[src/rtl/uart_tx_mmio_pkg.sv]
// Shared constants and types for the memory-mapped UART transmitter.
package uart_tx_mmio_pkg;

    // Register offsets within the 8-byte window
    localparam logic [2:0] uart_txdata_offset = 3'h0;
    localparam logic [2:0] uart_status_offset = 3'h4;

    // STATUS bit positions
    localparam int unsigned status_full     = 0;
    localparam int unsigned status_busy     = 1;
    localparam int unsigned status_empty    = 2;
    localparam int unsigned status_overflow = 3;

    localparam int unsigned bus_w = 32;

    // Serialiser states
    typedef enum logic [1:0] {
        tx_idle,
        tx_start,
        tx_data,
        tx_stop
    } uart_tx_state;

    // STATUS register payload
    typedef struct packed {
        logic overflow;
        logic empty;
        logic busy;
        logic full;
    } uart_status_t;

    // Place the status fields at their bit positions in a bus word
    function automatic logic [bus_w-1:0] pack_status(input uart_status_t s);
        logic [bus_w-1:0] w;
        w = '0;
        w[status_full]     = s.full;
        w[status_busy]     = s.busy;
        w[status_empty]    = s.empty;
        w[status_overflow] = s.overflow;
        return w;
    endfunction

endpackage

[src/rtl/uart_tx_mmio_sync_fifo.sv]
// Single-clock FIFO with a combinational head; pushes while full are dropped.
module sync_fifo #(
    parameter int unsigned WIDTH = 8,
    parameter int unsigned DEPTH = 8
) (
    input  logic             clk,
    input  logic             rst,
    input  logic             push,
    input  logic             pop,
    input  logic [WIDTH-1:0] din,
    output logic [WIDTH-1:0] dout,
    output logic             full,
    output logic             empty
);

    localparam int unsigned AW = (DEPTH > 1) ? $clog2(DEPTH) : 1;
    localparam int unsigned CW = $clog2(DEPTH) + 1;

    logic [WIDTH-1:0] mem [DEPTH];
    logic [AW-1:0]    wr_ptr;
    logic [AW-1:0]    rd_ptr;
    logic [CW-1:0]    count;
    logic             do_push;
    logic             do_pop;

    // Fullness and emptiness come straight from the registered count
    assign full    = (count == CW'(DEPTH));
    assign empty   = (count == '0);
    assign do_push = push && !full;
    assign do_pop  = pop && !empty;
    assign dout    = mem[rd_ptr];

    // Storage array, written only on an accepted push
    always_ff @(posedge clk) begin
        if (do_push) begin
            mem[wr_ptr] <= din;
        end
    end

    // Pointers wrap naturally at the power-of-two depth
    always_ff @(posedge clk or posedge rst) begin
        if (rst) begin
            wr_ptr <= '0;
            rd_ptr <= '0;
            count  <= '0;
        end else begin
            if (do_push) begin
                wr_ptr <= wr_ptr + AW'(1);
            end
            if (do_pop) begin
                rd_ptr <= rd_ptr + AW'(1);
            end
            case ({do_push, do_pop})
                2'b10:   count <= count + CW'(1);
                2'b01:   count <= count - CW'(1);
                default: count <= count;
            endcase
        end
    end

endmodule

[src/rtl/uart_tx_mmio.sv]
// Memory-mapped 8N1 UART transmitter: TXDATA store pushes a FIFO, STATUS is pollable.
module uart_tx_mmio
    import uart_tx_mmio_pkg::*;
#(
    parameter logic [31:0] BASE_ADDR    = 32'h0002_0000,
    parameter int unsigned CLKS_PER_BIT = 868,
    parameter int unsigned FIFO_DEPTH   = 8
) (
    input  logic        clk,
    input  logic        rst,
    input  logic [31:0] addr,
    input  logic [31:0] write_data,
    input  logic [3:0]  write_mask,
    input  logic        write_en,
    input  logic        read_en,
    output logic [31:0] read_data,
    output logic        tx,
    output logic        tx_busy
);

    localparam int unsigned CNT_W = $clog2(CLKS_PER_BIT);
    localparam logic [CNT_W-1:0] CNT_RELOAD = CNT_W'(CLKS_PER_BIT - 1);

    logic             hit;
    logic [2:0]       offset;
    logic             push_req;
    logic             status_store;
    logic             fifo_pop;
    logic [7:0]       fifo_dout;
    logic             fifo_full;
    logic             fifo_empty;
    logic             overflow;
    uart_status_t     status;
    logic [31:0]      read_data_next;

    uart_tx_state     state;
    logic [CNT_W-1:0] baud_cnt;
    logic [2:0]       bit_idx;
    logic [7:0]       shift;

    logic             unused_bus_bits;
    assign unused_bus_bits = ^{write_data[31:8], write_mask[3:1]};

    // Address decode for the 8-byte register window
    assign hit          = (addr[31:3] == BASE_ADDR[31:3]);
    assign offset       = addr[2:0];
    assign push_req     = write_en && hit && (offset == uart_txdata_offset) && write_mask[0];
    assign status_store = write_en && hit && (offset == uart_status_offset);
    assign fifo_pop     = (state == tx_idle) && !fifo_empty;

    sync_fifo #(
        .WIDTH (8),
        .DEPTH (FIFO_DEPTH)
    ) u_fifo (
        .clk   (clk),
        .rst   (rst),
        .push  (push_req),
        .pop   (fifo_pop),
        .din   (write_data[7:0]),
        .dout  (fifo_dout),
        .full  (fifo_full),
        .empty (fifo_empty)
    );

    // Sticky overflow: set by a push against a full FIFO, cleared by any STATUS store
    always_ff @(posedge clk or posedge rst) begin
        if (rst) begin
            overflow <= 1'b0;
        end else if (status_store) begin
            overflow <= 1'b0;
        end else if (push_req && fifo_full) begin
            overflow <= 1'b1;
        end
    end

    // Load data selection from pre-edge state; holds when no load is issued
    always_comb begin
        status.full     = fifo_full;
        status.busy     = tx_busy;
        status.empty    = fifo_empty;
        status.overflow = overflow;
        read_data_next  = read_data;
        if (read_en) begin
            if (hit && (offset == uart_status_offset)) begin
                read_data_next = pack_status(status);
            end else begin
                read_data_next = '0;
            end
        end
    end

    // Registered load data
    always_ff @(posedge clk or posedge rst) begin
        if (rst) begin
            read_data <= '0;
        end else begin
            read_data <= read_data_next;
        end
    end

    // 8N1 serialiser; tx and tx_busy are set alongside each state change
    always_ff @(posedge clk or posedge rst) begin
        if (rst) begin
            state    <= tx_idle;
            tx       <= 1'b1;
            tx_busy  <= 1'b0;
            baud_cnt <= '0;
            bit_idx  <= '0;
            shift    <= '0;
        end else begin
            case (state)
                tx_idle: begin
                    tx <= 1'b1;
                    if (!fifo_empty) begin
                        shift    <= fifo_dout;
                        baud_cnt <= CNT_RELOAD;
                        state    <= tx_start;
                        tx       <= 1'b0;
                        tx_busy  <= 1'b1;
                    end
                end
                tx_start: begin
                    if (baud_cnt == '0) begin
                        baud_cnt <= CNT_RELOAD;
                        bit_idx  <= '0;
                        state    <= tx_data;
                        tx       <= shift[0];
                    end else begin
                        baud_cnt <= baud_cnt - CNT_W'(1);
                    end
                end
                tx_data: begin
                    if (baud_cnt == '0) begin
                        baud_cnt <= CNT_RELOAD;
                        shift    <= shift >> 1;
                        if (bit_idx == 3'd7) begin
                            state <= tx_stop;
                            tx    <= 1'b1;
                        end else begin
                            bit_idx <= bit_idx + 3'd1;
                            tx      <= shift[1];
                        end
                    end else begin
                        baud_cnt <= baud_cnt - CNT_W'(1);
                    end
                end
                tx_stop: begin
                    if (baud_cnt == '0) begin
                        state   <= tx_idle;
                        tx      <= 1'b1;
                        tx_busy <= 1'b0;
                    end else begin
                        baud_cnt <= baud_cnt - CNT_W'(1);
                    end
                end
                default: begin
                    state   <= tx_idle;
                    tx      <= 1'b1;
                    tx_busy <= 1'b0;
                end
            endcase
        end
    end

endmodule

[config.mk]
export PLATFORM = sky130hd
export DESIGN_NAME = uart_tx_mmio
export DESIGN_NICKNAME = d
export VERILOG_FILES = /design/src/rtl/uart_tx_mmio_pkg.sv /design/src/rtl/uart_tx_mmio_sync_fifo.sv /design/src/rtl/uart_tx_mmio.sv
export SDC_FILE = /design/constraint.sdc
export NUM_CORES = 1
export LEC_CHECK = 0
export BUFFER_PORTS_ARGS = -buffer_cell sky130_fd_sc_hd__buf_2
export CORE_MARGIN = 2
export CORE_UTILIZATION = 35
export DETAILED_ROUTE_END_ITERATION = 16
export GPL_ROUTABILITY_DRIVEN = 0
export HOLD_SLACK_MARGIN = 0.02
export PLACE_DENSITY = 0.53
export REMOVE_ABC_BUFFERS = 1
export SYNTH_ARGS = -nofsm -noshare
export SYNTH_HDL_FRONTEND = slang
export SYNTH_SLANG_ARGS = --single-unit
[constraint.sdc]
create_clock -name clk -period 7.65 [get_ports clk]
set_clock_uncertainty 0.05 [all_clocks]
set_input_delay 0.3825 -clock clk [delete_from_list [all_inputs] [get_ports clk]]
set_output_delay 0.3825 -clock clk [all_outputs]
set_load 0.01 [all_outputs]
# ---- Yosys cells after proc, flatten, opt, wreduce, memory -nomap -nowiden
# Memory sizes are Yosys's and may differ from the RTL's.
# Cells that the tools add are included.
dict set report classes {
  add_sub_neg 6
  eq_ne 16
  div_mod_pow 0
  multipliers 0
  mux 32
  n_shift 0
  n_reduce_logical 27
  bitwise_logic 0
  n_lt_le_gt_ge 0
}
# cell n
set op_table {}
lappend op_table {{$mux W10} 3}
lappend op_table {{$pmux W10 S3} 1}
lappend op_table {{$eq A29 B15 Y1 const B} 1}
lappend op_table {{$mux W8} 2}
lappend op_table {{$pmux W8 S2} 1}
lappend op_table {{$ne A2 B2 Y1 const B} 7}
lappend op_table {{$mux W1} 11}
lappend op_table {{$logic_not A10 Y1} 1}
lappend op_table {{$mux W2} 5}
lappend op_table {{$reduce_bool A2 Y1} 5}
lappend op_table {{$sub A10 B1 Y10 const B} 1}
lappend op_table {{$add A3 B1 Y3 const B} 3}
lappend op_table {{$logic_and A1 B1 Y1} 9}
lappend op_table {{$mux W3} 3}
lappend op_table {{$reduce_and A3 Y1} 3}
lappend op_table {{$pmux W2 S4} 1}
lappend op_table {{$pmux W4 S2} 1}
lappend op_table {{$eq A2 B2 Y1 const B} 3}
lappend op_table {{$eq A3 B3 Y1 const B} 2}
lappend op_table {{$pmux W3 S2} 1}
lappend op_table {{$reduce_and A5 Y1} 1}
lappend op_table {{$add A4 B1 Y4 const B} 1}
lappend op_table {{$eq A2 B1 Y1 const B} 2}
lappend op_table {{$eq A4 B4 Y1 const B} 1}
lappend op_table {{other kinds (11)} 12}
dict set report word_totals {
  wordCells 93
  romBits 0
  latch_bits 0
  memories 1
  reg_bits 68
  mem_bits_rw 64
  inputBits 72
  out_inout_bits 34
}
# name words word_bits rd rd_clocked_by_memory_dff wr line_no
set memory_table {}
lappend memory_table {u_fifo.mem 8 8 1 0 1 uart_tx_mmio_sync_fifo.sv:19} ;# logic [WIDTH-1:0] mem [DEPTH];

# ---- Longest topological paths before layout
# Gate-level depths: netlist (run 1).
dict set report depth {
  ltp_word 7
  depth_mapped 12
  ltp_nobuf 10
}

# ---- Hierarchy
# Synthesis (run 1) repeated with hierarchy kept, for this count alone.
dict set report hier_totals {
  hier_cells 368
  area_unflattened_um2 5207.5
}
# mod seq_area_each_um2 n_inst area_per_inst_um2 cells_each
set by_module_without_submodules {}
lappend by_module_without_submodules {sync_fifo 2172.1 1 3135.5 161}
lappend by_module_without_submodules {uart_tx_mmio 752.0 1 2072.0 207}

# ---- Worst setup path before layout (run 1)
# OpenSTA, ideal clock, no wires.
dict set report synth_path {
  path_kind {input port to flip-flop}
  from {in addr[25]}
  to {mem u_fifo.mem[1][0], enable pin}
  cell_stages 5
  required_ps 7205
  arrival_time_ps 2311
  n_path_buf 1
  setup_slack_ps 4894
  setup_time_ps 395
  cell_sequence {nor4_2 nand4_2 or4_4 buf_6 nor4_1}
}
dict set report synth_via {
  elab_chain_len 7
}
# item line_no
set synth_rtl {}
lappend synth_rtl {{from (decl)} uart_tx_mmio.sv:11} ;# input logic [31:0] addr,
lappend synth_rtl {{$eq A29 B15 Y1} uart_tx_mmio.sv:45} ;# assign hit = (addr[31:3] == BASE_ADDR[31:3]);
lappend synth_rtl {{$logic_and A1 B1 Y1 (3 in series)} uart_tx_mmio.sv:47} ;# assign push_req = write_en && hit && (offset == uart_txdata_offset) && write_mask[0];
lappend synth_rtl {{$logic_and A1 B1 Y1} uart_tx_mmio_sync_fifo.sv:29} ;# assign do_push = push && !full;
lappend synth_rtl {{$mux W1} uart_tx_mmio_sync_fifo.sv:35} ;# if (do_push) begin
lappend synth_rtl {{$mux W1 (implied by the code)} uart_tx_mmio_sync_fifo.sv:36} ;# mem[wr_ptr] <= din;
lappend synth_rtl {{to (decl)} uart_tx_mmio_sync_fifo.sv:19}
# Every way passes these cells.

# ---- Final worst setup path (run 1)
dict set report layout_path {
  from {reg u_fifo.count[0]}
  to {reg u_fifo.count[2]}
}
dict set report layout_via {
  elab_chain_len 6
  elab_cells_between_ends 13
  cone_classes {add/sub (2); eq/ne (3); mux (1); reduce/logical (7)}
}
# item line_no
set layout_rtl {}
lappend layout_rtl {{from (decl)} uart_tx_mmio_sync_fifo.sv:22} ;# logic [CW-1:0] count;
lappend layout_rtl {{from (signal assigned)} uart_tx_mmio_sync_fifo.sv:54} ;# 2'b10: count <= count + CW'(1);
lappend layout_rtl {{from (signal assigned)} uart_tx_mmio_sync_fifo.sv:55} ;# 2'b01: count <= count - CW'(1);
lappend layout_rtl {{from (signal assigned)} uart_tx_mmio_sync_fifo.sv:56} ;# default: count <= count;
lappend layout_rtl {{$logic_not A4 Y1} uart_tx_mmio_sync_fifo.sv:28} ;# assign empty = (count == '0);
lappend layout_rtl {{$logic_not A1 Y1} {uart_tx_mmio_sync_fifo.sv:30, uart_tx_mmio.sv:49}}
lappend layout_rtl {{$logic_and A1 B1 Y1} uart_tx_mmio.sv:49} ;# assign fifo_pop = (state == tx_idle) && !fifo_empty;
lappend layout_rtl {{$logic_and A1 B1 Y1} uart_tx_mmio_sync_fifo.sv:30} ;# assign do_pop = pop && !empty;
lappend layout_rtl {{$eq A2 B1 Y1 / $eq A2 B2 Y1 (equally long branches)} uart_tx_mmio_sync_fifo.sv:53} ;# case ({do_push, do_pop})
lappend layout_rtl {{$pmux W4 S2 / $reduce_bool A2 Y1 (equally long branches)} n/a}
# Several ways; a longest one is shown, not always the timed one.
# A chain may end at the register's enable or synchronous reset.

==> impl_metrics.toml, run 1 <==
[power_and_ir_drop]
clkPwrFrac_pct = 41.7
power_density_nw_per_um2 = 197
intPower_uw = 868
p_switching_uw = 271
swShare_pct = 23.8
vdd_ir_drop_max_uv = 147
combPwrFrac_pct = 3.8
seq_power_share_pct = 54.5
p_leak_nw = 2.29

[grt]
grt_util_met3_pct = 3.48
grt_pass1_vias = 3176
grt-busiest-layer = "met2"
antenna_found_initial = 0
grt_pass1_wl_um = 16700
grt_max_degree = 41
grt.total_usage_pct = 13.5
use_met2_pct = 22.5
grt-ovfl-total = 0
use_met1_pct = 17.6

[placed_design]
portBuffers = 50
hpwl_um = 6660

[synthesis]
async_reset_ff_share_pct = 38.5
synth_area_leaders = "edfxtp_1 38%, dfrtp_1 19%, mux4_2 7.1%"
synth_edf_count = 64
synth_ff_type = "edfxtp_1"
ys_types = 62
yosysTopAreaCell = "edfxtp_1"
ys_seq_area_share_pct = 57.4
syn_area_per_cell_um2 = 13.5
synth_top_area_share_pct = 37.7
syn_inst = 376
synth_warnings = 0
syn_area_um2 = 5090
synth-seq-cells = 104

[sta]
timing.hold.ws_ns = 0.101
max_slew.worst_pin.slew_ns = 0.901
relSlewSlack_pct = 39.6
setup_viol = 0
rsz0062_at_grt = "false"
maxClockFrequency_mhz = 360
fin_crit_sh_pct = 36.3
finalHoldViolCount = 0
min_period_ns = 2.78
setup_tns_ns = 0
drv_slew = 0

[cts]
clkTransAtPathRegs_ns = 0.08
cts_tree = "done"
cts_made_buffers = 9
holdBufCountCts = 0
ctsResizeCount = 0
cts_root_buffer = "clkbuf_16"
clockBufferDepth = 2
clock_latency_ns = 0.35
post_cts_buffers = 0
cts_max_level = 3
cts_num_sinks = 104

[floorplanning]
coreArea_um2 = 14400
io_pins = 106
fp.dieW_um = 125
rows = 44
initial_core_util_pct = 35.4
fp.dieH_um = 125
die-area_um2 = 15500

[outcome]
run_status = "finished, final reports clean"

[finish]
area_growth_pct = 13.5
diodes = 0
mostFrequentLayoutCells = "64 x edfxtp_1, 50 x buf_2, 39 x dfrtp_1, 28 x conb_1, 26 x o21ai_0"
drive_gt1_share_pct = 27.5
layout_commonest_cell = "edfxtp_1"
fillers = 1327
layout.nets = 512

[flow_run]
max_cap_violations = 0

[setup_path]
critical_path_class = "flop to flop"
start_kind = "flop"
critPathRequiredTime_ns = 7.83
crit_fanout = 12
cp_data_arrival_time_ns = 2.96
end_kind = "flop"

[routing]
wire_per_inst_um = 16.1
routed-via-count = 3119
ant_nets = 0
viasPerCell = 5.06
drtIter0Drc = 234
first_pass_iters = 4
drcViolationCount = 0
drt-total-wl_um = 9930

[hold_path]
hp-class = "primary input to asynchronous set/reset pin"
-- cell usage after synthesis (2+ instances only) --
master	number
buf_2	2
xor2_1	6
a22oi_1	2
nand2_1	11
dfrtp_1	39
a31oi_1	3
and3_1	2
xnor2_1	3
clkbuf_1	10
nand3_1	7
mux2i_1	7
ha_1	13
nor2_1	9
o32a_1	2
buf_4	30
o2bb2ai_1	3
or3_1	5
mux2_2	13
nor2b_1	5
inv_1	13
nand4_1	4
edfxtp_1	64
nor4_2	4
o211ai_1	3
nor3_1	9
nor4_1	10
nor3b_1	2
o21ai_0	26
mux4_2	16
a22o_1	8
nor4b_1	2
o41ai_1	2
a21oi_1	12
-- metrics by stage --
stage	total power, mW	instance area, µm²	util [%]	instances	setup WS [ns]
after floorplan	0.653	4910	-	359	4.96
after global placement	0.674	5460	38.0	600	4.71
after detailed placement	0.676	5460	38.0	600	4.65
after CTS	1.16	5780	40.2	616	4.89
after global routing	1.19	5780	40.2	616	4.74
final	1.14	5780	40.2	616	4.87
-- kinds of logic after synthesis --
family,share of synthesized area [%]
compound gates,9.33
mux,11.3
xor+xnor,1.55
flops,57.4
fa+ha+maj,3.19
simple gates,10.5
buf+inv,6.61
other cells,0.0736
-- flip-flops by register name, summed over array words and instances, names as in the netlist --
signal / cells
bit_idx: 3
u_fifo.wr_ptr: 3
baud_cnt: 10
tx: 1
read_data: 4
shift: 8
tx_busy: 1
u_fifo.count: 4
overflow: 1
u_fifo.mem: 64
state: 2
u_fifo.rd_ptr: 3
-- path summary, 6_finish.rpt --
kind	end	slack [ns]	cells past startpoint	start
max reg2reg	u_fifo.count[2]$_DFFE_PP0P_	4.87	10	u_fifo.count[0]$_DFFE_PP0P_
min	baud_cnt[7]$_DFFE_PP0P_	0.10	3	rst
max	u_fifo.count[2]$_DFFE_PP0P_	4.87	10	u_fifo.count[0]$_DFFE_PP0P_
min reg2reg	tx$_DFFE_PP1P_	0.44	2	tx$_DFFE_PP1P_
min in group clk	u_fifo.mem[7][4]$_DFFE_PP_	0.25	1	write_data[4]
max in group asynchronous	tx$_DFFE_PP1P_	7.06	3	rst
-- cell type report --
| type | instances | area [µm²] | area share (%) |
|---|---|---|---|
| Clock inverter | 7 | 96.3 | 1.67 |
| Timing Repair Buffer | 57 | 303 | 5.24 |
| Tap cell | 184 | 230 | 3.98 |
| Inverter | 13 | 48.8 | 0.844 |
| Sequential cell | 104 | 2920 | 50.6 |
| Multi-Input combinational cell | 242 | 1950 | 33.8 |
| Clock buffer | 9 | 225 | 3.90 |
-- worst max-delay path, cell delays in order, from the launching register on --
cell and delay [ns]:
dfrtp_1 0.47, or4b_2 0.74, nand2_1 0.10, or4_4 0.23
ha_1 0.28, xor2_1 0.10, ha_1 0.19, a21oi_1 0.15
xor2_1 0.15, nor2_1 0.06, xor2_1 0.14
-- layer usage --
layer / vias to the layer above / part of all wire, %
met1: 1541 / 46
met4: 0 / 0.80
met2: 68 / 50
li1: 1505 / -
met3: 5 / 3.3
met5: - / 0
-- power by group through the flow --
stage / Clock (mW) / Sequential (mW) / Combinational [mW]
3_3_place_gp: 0 / 0.632 / 0.0416
4_1_cts: 0.494 / 0.620 / 0.0440
2_1_floorplan: 0 / 0.630 / 0.0231
6_report: 0.475 / 0.621 / 0.0432
5_1_grt: 0.517 / 0.623 / 0.0502
3_5_place_dp: 0 / 0.633 / 0.0438
Note: power is estimated with default switching activity, not from simulation.
==> run 2, diff against run 1 <==
- ABC_AREA: not set -> 1
- clock period: 7.65 -> 2.9 ns (I/O delays scaled with it)
==> impl_metrics.toml, run 2 <==
[floorplanning]
io_pins = 106
coreArea_um2 = 14600
initial_core_util_pct = 35.9
die-area_um2 = 15900
fp.dieH_um = 126
rows = 44
fp.dieW_um = 126

[cts]
cts_root_buffer = "clkbuf_16"
clockBufferDepth = 2
cts_tree = "done"
cts_max_level = 3
cts_num_sinks = 104
clock_latency_ns = 0.35
post_cts_buffers = 0
cts_made_buffers = 9
clkTransAtPathRegs_ns = 0.07

[routing]
routed-via-count = 3828
drtIter0Drc = 202
first_pass_iters = 4
ant_nets = 0
drcViolationCount = 0
wire_per_inst_um = 13.8
drt-total-wl_um = 11000
viasPerCell = 4.80

[sta]
timing.hold.ws_ns = 0.0288
maxClockFrequency_mhz = 418
relSlewSlack_pct = 55.2
finalHoldViolCount = 0
max_slew.worst_pin.slew_ns = 0.671
rsz0062_at_grt = "false"
min_period_ns = 2.39
drv_slew = 0
setup_tns_ns = 0
fin_crit_sh_pct = 82.4
setup_viol = 0
layout_setup_ws_ns = 0.510

[setup_path]
critical_path_class = "flop to flop"
path_delay_family = "simple AND/OR/NAND/NOR gates"
critPathRequiredTime_ns = 3.08
crit_fanout = 8
critPathSlowestCell = "dfrtp_1"
start_kind = "flop"
path_cells = "inv_2, nand2_2, nor3_2, inv_1, nand2_2, ha_1, nand2_1, inv_1, nor2_1, ha_1, a21oi_1, a21oi_1, o21ai_0, nand2_1"
cp_data_arrival_time_ns = 2.57
crit_path_max_incr_delay_ns = 0.42
path_buf_inv = 3
end_kind = "flop"

[placed_design]
hpwl_um = 7380
place_ws_ns = 0.489
portBuffers = 50

[synthesis]
syn_inst = 542
synth_ff_type = "edfxtp_1"
async_reset_ff_share_pct = 38.5
yosysTopAreaCell = "edfxtp_1"
ys_seq_area_share_pct = 55.9
synth_top_area_share_pct = 36.7
synth_edf_count = 64
ys_types = 45
syn_area_per_cell_um2 = 9.66
synth_common_cells = "93 x nand2_1, 66 x nor2_1, 64 x edfxtp_1"
syn_area_um2 = 5230
yosys.cell_count.top_type = "nand2_1"
synth_warnings = 0
synth_area_leaders = "edfxtp_1 37%, dfrtp_1 19%, nand2_1 6.7%"
synth-seq-cells = 104

[finish]
largestRegisters = "u_fifo.mem x64, baud_cnt x10, shift x8"
largest_register_ffs = 64
final_util_pct = 41.2
drive_gt1_share_pct = 20.8
layout_commonest_cell = "nand2_1"
largest-register = "u_fifo.mem"
diodes = 0
mostFrequentLayoutCells = "93 x nand2_1, 66 x nor2_1, 64 x edfxtp_1, 50 x buf_2, 44 x inv_1"
layout.nets = 694
area_growth_pct = 14.9

[power_and_ir_drop]
clkPwrFrac_pct = 42.9
p_switching_uw = 614
seq_power_share_pct = 54.1
power_mw = 2.91
combPwrFrac_pct = 3.0
swShare_pct = 21.1
vdd_ir_drop_max_uv = 232
power_density_nw_per_um2 = 483
p_leak_nw = 2.52
intPower_mw = 2.29

[grt]
grt-ovfl-total = 0
grt_pass1_wl_um = 18000
grt.total_usage_pct = 14.4
grt_max_degree = 35
antenna_found_initial = 0
grt_pass1_vias = 3666

[outcome]
run_status = "finished, final reports clean"

[flow_run]
max_cap_violations = 0

[hold_path]
hp-class = "primary input to flop"
## run 2: worst register-to-register path, cell delays in order, from the launching register on
cell and delay [ns]:
dfrtp_1 0.42, inv_2 0.08, nand2_2 0.08, nor3_2 0.22, inv_1 0.17, nand2_2 0.21, ha_1 0.24, nand2_1 0.07
inv_1 0.08, nor2_1 0.06, ha_1 0.17, a21oi_1 0.18, a21oi_1 0.10, o21ai_0 0.09, nand2_1 0.06
## run 2: repair_timing
action	4_1_cts	5_1_grt
endpoints found under the hold margin	55	0
hold buffers	6	0
gates resized for setup	0	0
## run 2: path summary, 6_finish.rpt
path | from | to | slack [ns] | cells after the start
worst max-delay path | u_fifo.count[1]$_DFFE_PP0P_ | u_fifo.count[2]$_DFFE_PP0P_ | 0.51 | 14
worst min-delay path | write_data[0] | u_fifo.mem[5][0]$_DFFE_PP_ | 0.03 | 1
worst max register to register | u_fifo.count[1]$_DFFE_PP0P_ | u_fifo.count[2]$_DFFE_PP0P_ | 0.51 | 14
worst min register to register | shift[4]$_DFFE_PP0P_ | shift[4]$_DFFE_PP0P_ | 0.43 | 2
max in group asynchronous | rst | shift[4]$_DFFE_PP0P_ | 1.62 | 4
min in group asynchronous | rst | baud_cnt[8]$_DFFE_PP0P_ | 0.39 | 3
## run 2: through the flow
step	cell area (µm²)	std cells
3_3_place_gp	5650	776
3_5_place_dp	5650	776
2_1_floorplan	5080	530
6_report	6010	798
4_1_cts	6010	798
5_1_grt	6010	798
## run 2: layout make-up
class,count,area [µm²]
Inverter,58,220
Fill cell,1432,8580
Timing Repair Buffer,68,400
Sequential cell,104,2920
Multi-Input combinational cell,368,1930
Tap cell,184,230
Clock buffer,9,225
Clock inverter,7,81.3
## run 2: cell families (layout without fill, tap and decap cells)
kind of cell | after synthesis | after routing | synth area share (%)
and+or+nand+nor | 232 | 232 | 20.6
xor gates and xnor gates | 8 | 8 | 1.34
adders and majority gates | 13 | 13 | 3.11
DFF | 104 | 104 | 55.9
buffers and inverters | 97 | 142 | 9.16
AOI/OAI and AO/OA | 87 | 87 | 9.85
other | 1 | 28 | 0.0717
## run 2: per-layer routing
metal  vias up  global-route usage (%)  routed length, µm
li1       1909                       -                  -
met1      1822                    19.0               5090
met2        86                    24.0               5450
met3        11                    2.08                302
met4         0                    5.88                204
met5         -                       0                  0
## run 2: power groups by stage
stage,clock (mW),combinational [mW],sequential (mW)
3_3_place_gp,0,0.0786,1.60
5_1_grt,1.35,0.0992,1.57
4_1_cts,1.29,0.0877,1.57
3_5_place_dp,0,0.0813,1.60
2_1_floorplan,0,0.0347,1.61
6_report,1.25,0.0860,1.57
==> run 3, diff against run 2 <==
- clock period: 2.9 -> 2.5 ns (I/O delays scaled with it)
==> impl_metrics.toml, run 3 (synthesized netlist as in run 2, its figures left out) <==
[grt]
grt.total_usage_pct = 14.2
grt_pass1_vias = 3597
grt_pass1_wl_um = 17800
antenna_found_initial = 0
grt-ovfl-total = 0
grt_max_degree = 41

[floorplanning]
fp.dieW_um = 126
fp.dieH_um = 126
initial_core_util_pct = 35.9
rows = 44
io_pins = 106
coreArea_um2 = 14600
die-area_um2 = 15900

[setup_path]
critPathRequiredTime_ns = 2.68
regToRegSetupSlack_ns = 0.37
path_cells = "inv_2, nand2_2, nor3_2, inv_1, nand2_2, ha_1, nand2_1, inv_1, nor2_1, ha_1, a21oi_1, a21oi_1, o21ai_0, nand2_1"
timing.rr.start = "u_fifo.count[1]$_DFFE_PP0P_"
ff2ff_path_depth = 14
path_delay_family = "simple AND/OR/NAND/NOR gates"
path_buf_inv = 3
critPathSlowestCell = "dfrtp_1"
start_kind = "flop"
crit_path_max_incr_delay_ns = 0.42
cp_data_arrival_time_ns = 2.31
crit_start = "u_fifo.count[1]$_DFFE_PP0P_"
end_kind = "flop"
r2r_end = "u_fifo.count[2]$_DFFE_PP0P_"
critical_path_class = "flop to flop"
crit_fanout = 5

[power_and_ir_drop]
power_density_nw_per_um2 = 554
swShare_pct = 20.5
intPower_mw = 2.65
vdd_ir_drop_max_uv = 282
clkPwrFrac_pct = 42.3
power_mw = 3.34
p_leak_nw = 2.52
combPwrFrac_pct = 3.1
seq_power_share_pct = 54.7
p_switching_uw = 686

[placed_design]
dpl_cell_area_um2 = 5650
portBuffers = 50
dp_cells = 777
hpwl_um = 7270

[finish]
layout.nets = 697
mostFrequentLayoutCells = "93 x nand2_1, 66 x nor2_1, 64 x edfxtp_1, 50 x buf_2, 44 x inv_1"
largest_register_ffs = 64
largestRegisters = "u_fifo.mem x64, baud_cnt x10, shift x8"
layout_commonest_cell = "nand2_1"
diodes = 0
largest-register = "u_fifo.mem"
stdcell_count = 801
area_growth_pct = 15.2
final_area_um2 = 6030
drive_gt1_share_pct = 20.6

[routing]
wire_per_inst_um = 13.7
drcViolationCount = 0
drt-total-wl_um = 11000
ant_nets = 0
viasPerCell = 4.73
drtIter0Drc = 186
routed-via-count = 3786
first_pass_iters = 5

[sta]
drv_slew = 0
setup_viol = 0
fin_crit_sh_pct = 85.3
relSlewSlack_pct = 61.0
maxClockFrequency_mhz = 469
min_period_ns = 2.13
timing.hold.ws_ns = 0.0375
max_slew.worst_pin.slew_ns = 0.585
rsz0062_at_grt = "false"
setup_tns_ns = 0
finalHoldViolCount = 0

[hold_path]
hold_end = "u_fifo.mem[7][7]$_DFFE_PP_"
hp-class = "primary input to flop"
min_from = "write_data[7]"
whs_path_depth = 1

[cts]
cts_num_sinks = 104
clockBufferDepth = 2
holdBufCountCts = 8
clock_latency_ns = 0.34
cts_made_buffers = 9
clkTransAtPathRegs_ns = 0.07
cts_root_buffer = "clkbuf_16"
ctsResizeCount = 0
post_cts_buffers = 0
cts_max_level = 3
cts_tree = "done"

[outcome]
run_status = "finished, final reports clean"

[flow_run]
max_cap_violations = 0
[run 3: cell types whose count changed in the layout (fill, tap and decap cells not counted)]
| cell | change |
|---|---|
| buf_4 | +1 |
| clkbuf_1 | +2 |
| clkinv_2 | -1 |
| clkinvlp_2 | +1 |
| dlygate4sd3_1 | +2 |
| inv_6 | -2 |
[run 3: metal layers]
metal  wire length, µm  up-vias  GRT usage [%]
li1                  -     1911              -
met1              4970     1766           18.7
met5                 0        -              0
met3               466        7           2.76
met4                86        0           4.33
met2              5450      102           23.7
[run 3: per-stage QoR]
step | utilization (%) | worst slack (ns)
2_1_floorplan | - | 0.422
3_3_place_gp | 38.8 | 0.368
3_5_place_dp | 38.8 | 0.313
4_1_cts | 41.3 | 0.349
5_1_grt | 41.3 | 0.144
6_report | 41.3 | 0.367
[run 3: area by class of cell]
type	count	area (µm²)
Clock inverter	5	63.8
Inverter	58	220
Fill cell	1438	8560
Timing Repair Buffer	71	428
Clock buffer	11	233
Sequential cell	104	2920
Tap cell	184	230
Multi-Input combinational cell	368	1930
[run 3: worst max path at each step]
stage / endpoint / slack, ns / cells after the start
final: u_fifo.count[2]$_DFFE_PP0P_ / 0.37 / 14
after global routing: u_fifo.count[2]$_DFFE_PP0P_ / 0.14 / 13
after CTS: u_fifo.count[2]$_DFFE_PP0P_ / 0.35 / 14
after detailed placement: u_fifo.count[3]$_DFFE_PP0P_ / 0.31 / 16
after global placement: u_fifo.count[2]$_DFFE_PP0P_ / 0.37 / 14
after floorplan: u_fifo.count[2]$_DFFE_PP0P_ / 0.42 / 13
[run 3: power groups by stage]
stage / registers, mW / logic [mW] / clock network, mW
after global placement: 1.86 / 0.0911 / 0
final: 1.83 / 0.102 / 1.41
after floorplan: 1.86 / 0.0403 / 0
after detailed placement: 1.86 / 0.0942 / 0
after CTS: 1.82 / 0.104 / 1.46
after global routing: 1.82 / 0.117 / 1.53
[run 3: worst register-to-register path, stage by stage, from the launching register on]
cell	delay, ns
dfrtp_1	0.42
inv_2	0.08
nand2_2	0.08
nor3_2	0.20
inv_1	0.16
nand2_2	0.11
ha_1	0.20
nand2_1	0.07
inv_1	0.07
nor2_1	0.05
ha_1	0.17
a21oi_1	0.15
a21oi_1	0.08
o21ai_0	0.08
nand2_1	0.06
